`config.mk`:
```
export PLATFORM = sky130hd
export DESIGN_NAME = skin_mask_ctrl
export DESIGN_NICKNAME = d
export VERILOG_FILES = /design/src/rtl/skin_mask_ctrl.sv
export SDC_FILE = /design/constraint.sdc
export NUM_CORES = 1
export LEC_CHECK = 0
export CAP_MARGIN = 10
export CORE_MARGIN = 2
export CORE_UTILIZATION = 50
export CTS_CLUSTER_DIAMETER = 30
export DETAILED_ROUTE_END_ITERATION = 7
export PLACE_DENSITY = 0.82
export SLEW_MARGIN = 20
export SYNTH_ARGS = -nofsm -noshare
export SYNTH_HDL_FRONTEND = slang
export SYNTH_SLANG_ARGS = --single-unit
```
`constraint.sdc`:
```
create_clock -name clk -period 7.2 [get_ports clk]
set_clock_uncertainty 0.05 [all_clocks]
set_input_delay 1.08 -clock clk [delete_from_list [all_inputs] [get_ports clk]]
set_output_delay 1.08 -clock clk [all_outputs]
set_load 0.01 [all_outputs]
```
`src/rtl/skin_mask_ctrl.sv`:
```
// skin_mask_ctrl
//
// Skin-detection controller placed after the RGB-to-YCbCr converter.
// It holds host-programmable Cb/Cr threshold windows (shadow copy written by
// the host, active copy used by the comparator and refreshed only at frame
// start). It also tags each accepted pixel with its x/y position and counts
// skin pixels per frame for the downstream gesture/centroid logic.
//
// Ports
//   clk, rst            pixel clock, asynchronous active-high reset
//   cfg_we_i            config write strobe
//   cfg_addr_i          0=cb_min 1=cb_max 2=cr_min 3=cr_max
//   cfg_wdata_i         config write data
//   cfg_pending_o       shadow holds a write not yet committed
//   ycbcr_vsync_i       frame sync, a high pulse precedes each frame
//   ycbcr_clken_i       converter clock enable
//   ycbcr_valid_i       converter data valid
//   ycbcr_data_i        {Y, Cb, Cr}
//   mask_vsync_o        vsync delayed to line up with the mask outputs
//   mask_valid_o        mask_bit_o / mask_x_o / mask_y_o are valid
//   mask_bit_o          1 = skin pixel
//   mask_x_o, mask_y_o  position of the tagged pixel
//   frame_skin_cnt_o    skin pixels in the last closed frame
//   frame_done_o        one-cycle pulse when a frame closes
//   frame_err_o         qualified by frame_done_o, 1 = frame closed short
module skin_mask_ctrl #(
  parameter int H_ACT = 640,
  parameter int V_ACT = 480,
  parameter int CNT_W = 19
) (
  input  logic             clk,
  input  logic             rst,
  input  logic             cfg_we_i,
  input  logic [1:0]       cfg_addr_i,
  input  logic [7:0]       cfg_wdata_i,
  output logic             cfg_pending_o,
  input  logic             ycbcr_vsync_i,
  input  logic             ycbcr_clken_i,
  input  logic             ycbcr_valid_i,
  input  logic [23:0]      ycbcr_data_i,
  output logic             mask_vsync_o,
  output logic             mask_valid_o,
  output logic             mask_bit_o,
  output logic [9:0]       mask_x_o,
  output logic [9:0]       mask_y_o,
  output logic [CNT_W-1:0] frame_skin_cnt_o,
  output logic             frame_done_o,
  output logic             frame_err_o
);

  typedef enum logic [1:0] {WAIT_SOF, ACTIVE, CLOSE} state_t;

  // Threshold registers packed with index 0 = cb_min ... index 3 = cr_max.
  localparam logic [3:0][7:0] THR_RST = {8'd173, 8'd133, 8'd127, 8'd77};
  localparam logic [9:0]      X_LAST  = 10'(H_ACT - 1);
  localparam logic [9:0]      Y_LAST  = 10'(V_ACT - 1);

  state_t           state_q, state_d;
  logic [3:0][7:0]  shadow_q, active_q;
  logic             pending_q, pending_d;
  logic             vsync_q;
  logic [9:0]       x_q, x_d, y_q, y_d;
  logic [CNT_W-1:0] cnt_q, cnt_d, cnt_acc;
  logic [CNT_W-1:0] fcnt_q, fcnt_d;
  logic             done_q, done_d, err_q, err_d;
  logic             mvalid_q, mbit_q;
  logic [9:0]       mx_q, my_q;
  logic             tag;
  logic [9:0]       tag_x, tag_y;
  logic             sof, acc, hit;
  logic [7:0]       cb, cr;

  assign acc = ycbcr_clken_i & ycbcr_valid_i;
  assign sof = ycbcr_vsync_i & ~vsync_q;
  assign cb  = ycbcr_data_i[15:8];
  assign cr  = ycbcr_data_i[7:0];

  // Inclusive window test; when min > max no value can satisfy both bounds,
  // so an inverted window naturally yields 0.
  assign hit = (cb >= active_q[0]) && (cb <= active_q[1]) &&
               (cr >= active_q[2]) && (cr <= active_q[3]);

  // Saturating count including the current pixel's verdict.
  assign cnt_acc = (hit && !(&cnt_q)) ? cnt_q + 1'b1 : cnt_q;

  // A write coinciding with SOF wins so it survives to the next commit.
  always_comb begin
    pending_d = pending_q;
    if (cfg_we_i) begin
      pending_d = 1'b1;
    end else if (sof) begin
      pending_d = 1'b0;
    end
  end

  // Shadow/active threshold storage; the commit copies the pre-write shadow.
  always_ff @(posedge clk or posedge rst) begin
    if (rst) begin
      shadow_q  <= THR_RST;
      active_q  <= THR_RST;
      pending_q <= 1'b0;
      vsync_q   <= 1'b0;
    end else begin
      if (sof) active_q <= shadow_q;
      if (cfg_we_i) shadow_q[cfg_addr_i] <= cfg_wdata_i;
      pending_q <= pending_d;
      vsync_q   <= ycbcr_vsync_i;
    end
  end

  // Frame sequencing, pixel tagging and skin counting.
  always_comb begin
    state_d = state_q;
    x_d     = x_q;
    y_d     = y_q;
    cnt_d   = cnt_q;
    fcnt_d  = fcnt_q;
    done_d  = 1'b0;
    err_d   = err_q;
    tag     = 1'b0;
    tag_x   = x_q;
    tag_y   = y_q;
    case (state_q)
      WAIT_SOF, CLOSE: begin
        if (state_q == CLOSE) state_d = WAIT_SOF;
        if (sof) begin
          x_d     = '0;
          y_d     = '0;
          cnt_d   = '0;
          state_d = ACTIVE;
        end
      end
      ACTIVE: begin
        if (sof) begin
          // Short frame: report the partial count, restart at the origin.
          fcnt_d = cnt_q;
          done_d = 1'b1;
          err_d  = 1'b1;
          x_d    = '0;
          y_d    = '0;
          cnt_d  = '0;
          if (acc) begin
            tag   = 1'b1;
            tag_x = '0;
            tag_y = '0;
            x_d   = 10'd1;
            cnt_d = {{(CNT_W-1){1'b0}}, hit};
          end
        end else if (acc) begin
          tag   = 1'b1;
          cnt_d = cnt_acc;
          if (x_q == X_LAST) begin
            x_d = '0;
            if (y_q == Y_LAST) begin
              y_d     = '0;
              fcnt_d  = cnt_acc;
              done_d  = 1'b1;
              err_d   = 1'b0;
              state_d = CLOSE;
            end else begin
              y_d = y_q + 10'd1;
            end
          end else begin
            x_d = x_q + 10'd1;
          end
        end
      end
      default: state_d = WAIT_SOF;
    endcase
  end

  // State, counters and registered outputs.
  always_ff @(posedge clk or posedge rst) begin
    if (rst) begin
      state_q  <= WAIT_SOF;
      x_q      <= '0;
      y_q      <= '0;
      cnt_q    <= '0;
      fcnt_q   <= '0;
      done_q   <= 1'b0;
      err_q    <= 1'b0;
      mvalid_q <= 1'b0;
      mbit_q   <= 1'b0;
      mx_q     <= '0;
      my_q     <= '0;
    end else begin
      state_q  <= state_d;
      x_q      <= x_d;
      y_q      <= y_d;
      cnt_q    <= cnt_d;
      fcnt_q   <= fcnt_d;
      done_q   <= done_d;
      err_q    <= err_d;
      mvalid_q <= tag;
      mbit_q   <= tag & hit;
      if (tag) begin
        mx_q <= tag_x;
        my_q <= tag_y;
      end
    end
  end

  assign cfg_pending_o    = pending_q;
  assign mask_vsync_o     = vsync_q;
  assign mask_valid_o     = mvalid_q;
  assign mask_bit_o       = mbit_q;
  assign mask_x_o         = mx_q;
  assign mask_y_o         = my_q;
  assign frame_skin_cnt_o = fcnt_q;
  assign frame_done_o     = done_q;
  assign frame_err_o      = err_q;

endmodule

```
==> reports/qor.yml <==
pwr:
  p_comb_share_pct: 16.4
  internal_power_uw: 1746
  p_switching_uw: 636.2
  p_per_area_nw_per_um2: 262.3
  power_frac_seq_pct: 43.7
  ir_drop_uv: 209.1
  switching_share_pct: 26.71
  power_uw: 2382
  p_leak_uw: 0.003850
  clkPwrFrac_pct: 39.8
yosys:
  ys_types: 61
  synth_area_per_cell_um2: 10.03
  ys.warnings.count: 0
  synth_top_area_cell: "dfrtp_1"
  ys.flop_type: "dfrtp_1"
  syn_area_um2: 7522
  synth_edf_count: 0
  ys_seq_area_share_pct: 50.53
  synth.top_cells.by_area: "dfrtp_1, dfstp_2, ha_1, nand2_1, mux2_2"
  postSynthCellCount: 750
  syn_nets: 825
  synth_seq_cells: 150
  synth_top_cell_area_share_pct: 37.26
  synthArstFlopShare_pct: 100.0
global_route:
  overflow: 0
  grt_max_degree: 80
  antenna_found_initial: 0
  first_global_vias: 5599
  grtUsageTotal_pct: 22.25
  grt_pass1_wl_mm: 28.53
setup_path:
  end_kind: "register"
  cp.arrival_ns: 4.11
  crit_required_ns: 7.41
  cp-start-kind: "input pin"
  worst-setup-path-type: "in -> reg"
  rrSetupSlack_ns: 3.76
  crit_fanout: 24
  rr_worst_depth: 9
cts:
  cts_resized: 0
  cts_buffers: 17
  clock-sinks: 150
  ctsHoldBuffers: 0
  path_clk_slew_ns: 0.06
  clockBufferDepth: 2
  cts_setup_buffers: 0
  clk_latency_ns: 0.42
  ctsRootBufferMaster: "clkbuf_16"
  cts_tree: "done"
  htreeDepth: 4
place:
  port_buffers: 76
  place_congestion: 0.8343
  placed_cells: 983
  place_hpwl_mm: 11.22
timing:
  slew_headroom_pct: 30.19
  rsz0062_at_grt: "false"
  fin_crit_sh_pct: 54.10
  min_period_ns: 3.895
  fin_tns_setup_ns: 0
  worst_slew_pin_slew_ns: 1.043
  hold_violations: 0
  setup_viol: 0
  hold_slack_ns: 0.4063
  slew_viol_final: 0
  fmax_mhz: 256.7
floorplan:
  std_cell_rows: 44
  initial_core_util_pct: 51.56
  die_h_um: 126.7
  dieArea_um2: 16040
  io_pins: 85
  die_w_um: 126.7
  coreArea_um2: 14590
job:
  maxCapViolations: 0
detailed_routing:
  viasPerCell: 5.851
  drt-total-wl_mm: 17.21
  wl_per_cell_um: 16.96
  postRouteAntennaNets: 0
  drt_iter0_markers: 572
  vias: 5939
  drc: 0
  first_pass_iters: 5
final_layout:
  area_delta_synth_final_pct: 20.71
  antenna_cells: 0
  drive_gt1_share_pct: 15.40
  stdcell_count: 1015
  finish.net_count: 893
min_path:
  hold_path.class: "reg -> reg"
  min_path_cells: 2
outcome:
  status: "finished, final reports clean"
cell usage after synthesis (3+ instances only):
cell type	instances
xor2_1	3
nor2b_1	4
a21o_1	7
o211ai_1	5
inv_1	45
buf_1	4
o21ai_0	69
nor2_1	27
a22o_1	24
nand2b_1	6
o311ai_0	12
or4_1	3
nor4_1	4
o41ai_1	4
a21oi_1	28
buf_2	9
nor3_1	12
and3_1	5
nand2_1	102
ha_1	35
nand4_1	16
nand3_1	40
a22oi_1	5
a31oi_1	16
o21ai_1	6
or3_1	10
clkbuf_1	21
dfstp_2	38
and4_1	3
dfrtp_1	112
mux2_2	32
xnor2_1	3
layout make-up:
type	count	area, um2
multi-input cells	519	3418
repair buffers	83	817.0
fillers	1140	5509
flip-flops and latches	150	3801
clock inverters	12	175.2
well taps	184	230.2
inverters	47	181.4
clock buffers	20	456.7
placed cells by master (no fill, tap or decap), drive strengths merged, types with 4 or more instances in the layout:
master and count:
dfrtp 112, nand2 103, clkdlybuf4s50 76, o21ai 75, inv 47, nand3 42
dfstp 38, ha 35, mux2 32, a21oi 28, nor2 28, a22o 24
clkbuf 20, nand4 17, a31oi 17, nor3 14, o311ai 12, or3 10
a21o 7, buf 7, and3 7, nand2b 6, nor4 6, o211ai 5
a22oi 5, clkinv 5, o41ai 4, bufinv 4, nor2b 4
worst max-delay path, stage by stage:
cell and delay, ns:
clkdlybuf4s50_1 0.48, nand3_2 0.42, clkinv_1 0.44, a31oi_2 0.23, buf_4 0.30, inv_2 0.13, nand2_1 0.58, a31oi_1 0.08
o21ai_0 0.20, o311ai_0 0.15
worst paths after layout:
check / startpoint / end
setup / recovery: ycbcr_clken_i / frame_skin_cnt_o[7]
hold / removal: shadow_q[0] / active_q[0]
setup reg to reg: state_q[0] / frame_skin_cnt_o[17]
hold reg to reg: shadow_q[0] / active_q[0]
max in group asynchronous: rst / cnt_q[1]
min in group asynchronous: rst / active_q[1]
kinds of logic (layout without fill, tap and decap cells):
kind of cell | Yosys count | after routing | synth area share, %
buf+inv | 81 | 162 | 4.191
simple gates | 254 | 254 | 17.27
flops | 150 | 150 | 50.53
mux | 33 | 33 | 4.924
compound gates | 191 | 191 | 16.57
fa+ha+maj | 35 | 35 | 5.822
xor+xnor | 6 | 6 | 0.6987
state kept, by name, indices dropped and copies added (netlist names), 2 cells and up:
register	cells
state_q	2
y_q	10
x_q	10
mask_x_o	10
frame_skin_cnt_o	19
active_q	32
mask_y_o	10
shadow_q	32
cnt_q	19
power groups by stage:
stage	combinational, uW	sequential (uW)	clock, uW
6_report	392	1040	949
5_1_grt	440	1050	997
4_1_cts	393	1040	962
3_5_place_dp	386	1050	0
3_3_place_gp	373	1050	0
2_1_floorplan	255	1040	0
routing by layer:
metal  GRT usage, %  vias up  routed length, um
li1               -     2854                  -
met4          6.658        0                272
met5              0        -                  0
met1          32.27     2870               8005
met2          33.78      188               7981
met3          4.850       27                952
metrics by stage:
| step | instance area, um2 | util, % | setup slack (ns) |
|---|---|---|---|
| CTS | 9074 | 62.20 | 3.155 |
| finish | 9080 | 62.24 | 3.305 |
| floorplan | 7522 | - | 2.097 |
| global route | 9080 | 62.24 | 3.073 |
| detailed placement | 8442 | 57.86 | 2.736 |
| global placement | 8442 | 57.86 | 2.736 |
(Power assumes the default switching activity.)
